[src/rtl/ws_rec_buf.sv]
// ws_rec_buf: double-buffered record collector between the jitter evaluators
// and the UDP framer. Records are packed Nr at a time into one of two banks;
// while one bank is being framed and sent, the other keeps filling.

module ws_rec_buf #(
    parameter int Nr = 4,
    parameter int Na = 6
) (
    input  logic          clk,
    input  logic          rst_n,
    input  logic          rec_vld,
    input  logic [31:0]   rec_pcnt,
    input  logic [15:0]   rec_jtr1,
    input  logic [15:0]   rec_jtr2,
    input  logic          flush,
    input  logic          snd_rdy,
    input  logic [Na-1:0] addr,
    output logic [7:0]    payload,
    output logic          start,
    output logic [3:0]    fill_lvl,
    output logic [15:0]   ovf_cnt
);

    localparam logic [31:0] P_BYTES = 32'(2 + 8 * Nr);
    localparam logic [3:0]  NR_CNT  = 4'(Nr);

    typedef enum logic [1:0] {
        IDLE,
        ARM,
        SEND
    } state_t;

    // Registered state; fill_sel_q = 0 means bank A fills and bank B is sent
    state_t      state_q, state_d;
    logic        fill_sel_q, fill_sel_d;
    logic [3:0]  cnt_a_q, cnt_a_d;
    logic [3:0]  cnt_b_q, cnt_b_d;
    logic [7:0]  seq_q, seq_d;
    logic [7:0]  frm_seq_q, frm_seq_d;
    logic        start_q, start_d;
    logic [15:0] ovf_q, ovf_d;

    // Record storage, word layout {jtr2, jtr1, pcnt}; stale words are hidden by the counts
    logic [63:0] mem_a [Nr];
    logic [63:0] mem_b [Nr];

    logic        wr_en;
    logic        wr_bank;
    logic [3:0]  wr_idx;
    logic [63:0] wr_data;
    logic [3:0]  new_cnt;

    logic [3:0]  fill_cnt;
    logic [3:0]  send_cnt;
    logic        swap;

    assign fill_cnt = fill_sel_q ? cnt_b_q : cnt_a_q;
    assign send_cnt = fill_sel_q ? cnt_a_q : cnt_b_q;
    assign swap     = (state_q == IDLE) &&
                      ((fill_cnt == NR_CNT) || (flush && (fill_cnt != 4'd0)));
    assign wr_data  = {rec_jtr2, rec_jtr1, rec_pcnt};

    // Next-state logic: send FSM, bank swap, record write and overflow counting
    always_comb begin
        state_d   = state_q;
        fill_sel_d = fill_sel_q;
        cnt_a_d   = cnt_a_q;
        cnt_b_d   = cnt_b_q;
        seq_d     = seq_q;
        frm_seq_d = frm_seq_q;
        start_d   = 1'b0;
        ovf_d     = ovf_q;
        wr_en     = 1'b0;
        wr_bank   = fill_sel_q;
        wr_idx    = fill_cnt;
        new_cnt   = fill_cnt;

        case (state_q)
            IDLE:    if (swap) state_d = ARM;
            ARM:     if (!snd_rdy) state_d = SEND;
            SEND:    if (snd_rdy) state_d = IDLE;
            default: state_d = IDLE;
        endcase

        if (swap) begin
            fill_sel_d = ~fill_sel_q;
            start_d    = 1'b1;
            frm_seq_d  = seq_q;
            seq_d      = seq_q + 8'd1;
            wr_bank    = ~fill_sel_q;
            wr_idx     = 4'd0;
            new_cnt    = 4'd0;
            if (rec_vld) begin
                wr_en   = 1'b1;
                new_cnt = 4'd1;
            end
        end else if (rec_vld) begin
            if (fill_cnt < NR_CNT) begin
                wr_en   = 1'b1;
                new_cnt = fill_cnt + 4'd1;
            end else if (ovf_q != 16'hFFFF) begin
                ovf_d = ovf_q + 16'd1;
            end
        end

        if (fill_sel_d) begin
            cnt_b_d = new_cnt;
        end else begin
            cnt_a_d = new_cnt;
        end
    end

    // Control and status registers with asynchronous active-low reset
    always_ff @(posedge clk or negedge rst_n) begin
        if (!rst_n) begin
            state_q    <= IDLE;
            fill_sel_q <= 1'b0;
            cnt_a_q    <= 4'd0;
            cnt_b_q    <= 4'd0;
            seq_q      <= 8'd0;
            frm_seq_q  <= 8'd0;
            start_q    <= 1'b0;
            ovf_q      <= 16'd0;
        end else begin
            state_q    <= state_d;
            fill_sel_q <= fill_sel_d;
            cnt_a_q    <= cnt_a_d;
            cnt_b_q    <= cnt_b_d;
            seq_q      <= seq_d;
            frm_seq_q  <= frm_seq_d;
            start_q    <= start_d;
            ovf_q      <= ovf_d;
        end
    end

    // Record RAM write port, no reset needed
    always_ff @(posedge clk) begin
        for (int i = 0; i < Nr; i++) begin
            if (wr_en && !wr_bank && (wr_idx == 4'(i))) mem_a[i] <= wr_data;
            if (wr_en && wr_bank && (wr_idx == 4'(i)))  mem_b[i] <= wr_data;
        end
    end

    logic [31:0] addr_ext;
    logic [31:0] rec_off;
    logic [31:0] rec_k;
    logic [2:0]  byte_b;
    logic [63:0] sel_word;

    assign addr_ext = 32'(addr);
    assign rec_off  = addr_ext - 32'd2;
    assign rec_k    = {3'b000, rec_off[31:3]};
    assign byte_b   = rec_off[2:0];

    // Payload read mux over the send bank; records beyond the count read as zero
    always_comb begin
        sel_word = 64'd0;
        payload  = 8'd0;
        for (int i = 0; i < Nr; i++) begin
            if ((rec_k == 32'(i)) && (4'(i) < send_cnt)) begin
                sel_word = fill_sel_q ? mem_a[i] : mem_b[i];
            end
        end
        if (addr_ext == 32'd0) begin
            payload = frm_seq_q;
        end else if (addr_ext == 32'd1) begin
            payload = {4'd0, send_cnt};
        end else if (addr_ext < P_BYTES) begin
            payload = sel_word[{byte_b, 3'b000} +: 8];
        end
    end

    assign start    = start_q;
    assign fill_lvl = fill_cnt;
    assign ovf_cnt  = ovf_q;

endmodule

[config.mk]
export PLATFORM = sky130hd
export DESIGN_NAME = ws_rec_buf
export DESIGN_NICKNAME = d
export VERILOG_FILES = /design/src/rtl/ws_rec_buf.sv
export SDC_FILE = /design/constraint.sdc
export NUM_CORES = 1
export LEC_CHECK = 0
export ABC_AREA = 1
export CORE_ASPECT_RATIO = 0.6
export CORE_MARGIN = 10
export CORE_UTILIZATION = 50
export CTS_CLUSTER_SIZE = 28
export DETAILED_ROUTE_END_ITERATION = 12
export PLACE_DENSITY = 0.66
export RECOVER_POWER = 25
export SLEW_MARGIN = 20
export SYNTH_ARGS = -nofsm -noshare
export SYNTH_HDL_FRONTEND = slang
export SYNTH_SLANG_ARGS = --single-unit
[constraint.sdc]
create_clock -name clk -period 8.9 [get_ports clk]
set_clock_uncertainty 0.15 [all_clocks]
set_input_delay 0.89 -clock clk [delete_from_list [all_inputs] [get_ports clk]]
set_output_delay 0.89 -clock clk [all_outputs]
set_load 0.005 [all_outputs]
==> impl_metrics.py <==
metrics = {
    "logic_synthesis": {
        "synth-async-reset-ratio_pct": 7.91,
        "synth_cell_types": 41,
        "yosys.area.top_type": "edfxtp_1",
        "synth_edf_count": 512,
        "ys_seq_area_share_pct": 69.3,
        "synth-seq-cells": 556,
        "synth_area_per_cell_um2": 11.0,
        "yosys-top-cells-area": "edfxtp_1 (65%), nand2_1 (12%), dfrtp_1 (4.6%)",
        "synthesis.area_um2": 23800,
        "synth_flop_cell": "edfxtp_1",
        "synthCells": 2168,
        "yosysMostFrequentCell": "nand2_1",
        "synth_commonest_cells": "nand2_1 (750), edfxtp_1 (512), nor2_1 (196), nand3_1 (194), inv_1 (106)",
        "yosys.area.top_type_share_pct": 64.6,
        "syn-num-nets": 2248,
        "yosys_warnings": 0,
    },
    "grt": {
        "grt_pass1_wl_um": 95000,
        "gr-max-usage-layer": "met1",
        "grt_use_met1_pct": 32.2,
        "use_met3_pct": 4.77,
        "antenna_found_initial": 3,
        "grt-ovfl-total": 0,
        "grt_usage_pct": 21.4,
        "grtUsageMet2_pct": 31.0,
        "grt_max_degree": 90,
        "grt_pass1_vias": 15353,
    },
    "timing": {
        "slew_headroom_pct": -59.3,
        "rsz0062_at_grt": "false",
        "fmax_ghz": 0.150,
        "period_minus_slack_ns": 6.65,
        "final-hold-violation-count": 0,
        "fin_crit_sh_pct": 74.7,
        "finalSetupViolations": 0,
        "setup_ws_ns": 2.25,
        "final-max-slew-violation-count": 45,
        "tns_ns": 0,
        "worst_pin_slew_ns": 2.39,
    },
    "final_layout": {
        "area_delta_synth_final_pct": 13.7,
        "layout.area.seq_um2": 16500,
        "multi_input_area_um2": 6430,
        "layout-drive-gt1-share_pct": 6.16,
        "finalNonFillerCells": 2921,
        "n_fill_cell": 3813,
        "layout.nets": 2328,
    },
    "worst_hold_path": {
        "min-delay-start": "cnt_a_q[3]",
        "whs_endpoint": "cnt_a_q[3]",
        "hold_path_depth": 2,
        "hold_class": "reg -> reg",
    },
    "pwr": {
        "irDropWorstVdd_mv": 0.230,
        "power.total_mw": 7.98,
        "cellPowerDensity_nw_per_um2": 295,
        "p_leak_nw": 10.6,
    },
    "floorplan": {
        "die_x_um": 302,
        "die_h_um": 189,
        "core_um2": 46600,
        "start_util_pct": 51.0,
        "num_rows": 61,
        "io_pins": 104,
        "die_area_um2": 57000,
    },
    "clock_tree": {
        "cts_tree": "done",
        "cts_repair_resize_count": 0,
        "cts_setup_buffers": 0,
        "clk_path_buf_depth": 3,
        "cts.sinks": 556,
        "clk_pin_slew_ns": 0.06,
        "h-tree-depth": 2,
        "root_buffer": "clkbuf_16",
        "cts_hold_buf": 0,
        "clock_latency_ns": 0.57,
        "cts_made_buffers": 52,
    },
    "detailed_routing": {
        "dr.first_iter.drc_count": 1798,
        "dr.pass1.iters": 7,
        "routed_wl_um": 61600,
        "postRouteAntennaNets": 0,
        "drc_errors": 0,
        "num_vias": 16071,
        "via_per_inst": 5.50,
        "wl_per_cell_um": 21.1,
    },
    "critical_path": {
        "crit_path_end_kind": "primary output",
        "cp.required_ns": 7.86,
        "r2r_end": "mem_b[2][35]",
        "start_kind": "flip-flop",
        "r2r-start": "fill_sel_q",
        "path_class": "reg -> out",
        "r2r_slack_ns": 3.08,
        "critical_path_arrival_ns": 5.61,
        "path_max_fanout": 63,
        "r2r_cells": 16,
    },
    "placed_design": {
        "post-place-ws_ns": 2.48,
        "placed_cells": 2823,
        "place_hpwl_um": 35800,
        "io_buffer_count": 103,
        "gp_congestion": 0.865,
    },
    "outcome": {
        "violations": "max-capacitance violations, max-slew violations",
        "outcome": "finished, violations left",
    },
    "run": {
        "drv.max_cap_violation_count": 1,
    },
}
[power breakdown]
part,switching [mW],internal [mW],leakage (nW),total (mW)
sequential,0.165,3.31,5.16,3.47
combinational,1.70,0.625,4.68,2.32
clock,0.969,1.22,0.810,2.19
total,2.83,5.16,10.6,7.98
[sequential cells by signal, indices dropped and copies added, names as in the netlist]
signal	cells
cnt_a_q	4
cnt_b_q	4
fill_sel_q	1
frm_seq_q	8
mem_a	256
mem_b	256
ovf_cnt	16
seq_q	8
start	1
state_q	2
[layout by cell type (no fill, tap or decap), types with 10 or more instances in the layout]
cell and n:
edfxtp_1 512, nand2_1 750, mux2i_1 51, nor2_1 188
nand4_1 27, nor2_4 14, clkbuf_16 55, clkdlybuf4s50_1 70
inv_1 106, dlygate4sd3_1 32, buf_4 25, dfrtp_1 43
o21ai_1 24, nand3_1 194, o21ai_0 71, xor2_1 17
clkinv_2 10, clkinv_1 14
[worst max path at each step]
| stage | slack [ns] | startpoint | cells after the start | to |
|---|---|---|---|---|
| after CTS | 2.11 | fill_sel_q | 16 | payload[0] |
| after global routing | 1.91 | fill_sel_q | 16 | payload[1] |
| after detailed placement | 2.48 | addr[1] | 19 | payload[1] |
| after floorplan | 3.25 | fill_sel_q | 16 | mem_b[0][0] |
| final | 2.25 | fill_sel_q | 16 | payload[1] |
| after global placement | 2.55 | addr[1] | 21 | payload[1] |
[area by class of cell]
type                            instances  share of cell area [%]
Antenna cell                            2                  0.0185
Clock buffer                           64                    5.29
Clock inverter                         31                   0.837
Inverter                              111                    1.57
Multi-Input combinational cell       1396                    23.8
Sequential cell                       556                    60.9
Tap cell                              630                    2.92
Timing Repair Buffer                  131                    4.65
[per-layer routing]
layer | wire length (um) | up-vias
met5 | 0 | -
met4 | 1330 | 0
met3 | 6280 | 115
met2 | 26400 | 725
met1 | 27700 | 7743
li1 | - | 7488
[metrics by stage]
stage | hold WS [ns] | area [um2] | utilization, %
global placement | 0.302 | 25400 | 54.4
finish | 0.337 | 27000 | 58.0
CTS | 0.249 | 27000 | 57.9
floorplan | 0.286 | 23800 | -
detailed placement | 0.314 | 25400 | 54.4
global route | 0.370 | 27000 | 58.0
[kinds of logic (layout without fill, tap and decap cells)]
family	count (synthesis)	in the layout	share of synthesized area (%)
adders and majority gates	5	5	0.263
buffers and inverters	216	337	3.94
xor gates and xnor gates	21	21	0.773
DFF	556	556	69.3
AOI/OAI and AO/OA	114	114	2.55
muxes	51	51	2.15
and+or+nand+nor	1205	1205	21.1
other	0	2	0
[worst max-delay path: stages, from the launching register on]
cell and delay [ns]:
dfrtp_4 0.68, buf_16 0.29, inv_6 0.43, o21ai_1 0.30, o21ai_4 0.37, nand2_4 0.43
inv_2 0.87, o21ai_0 0.21, nand2_1 0.12, nand2_1 0.07, nand2_1 0.17, nand2_1 0.14
nand2_1 0.08, nand2_1 0.05, nand3_1 0.19, nand2_1 0.08, clkdlybuf4s50_1 0.45
Power figures use the tool's default switching activity.
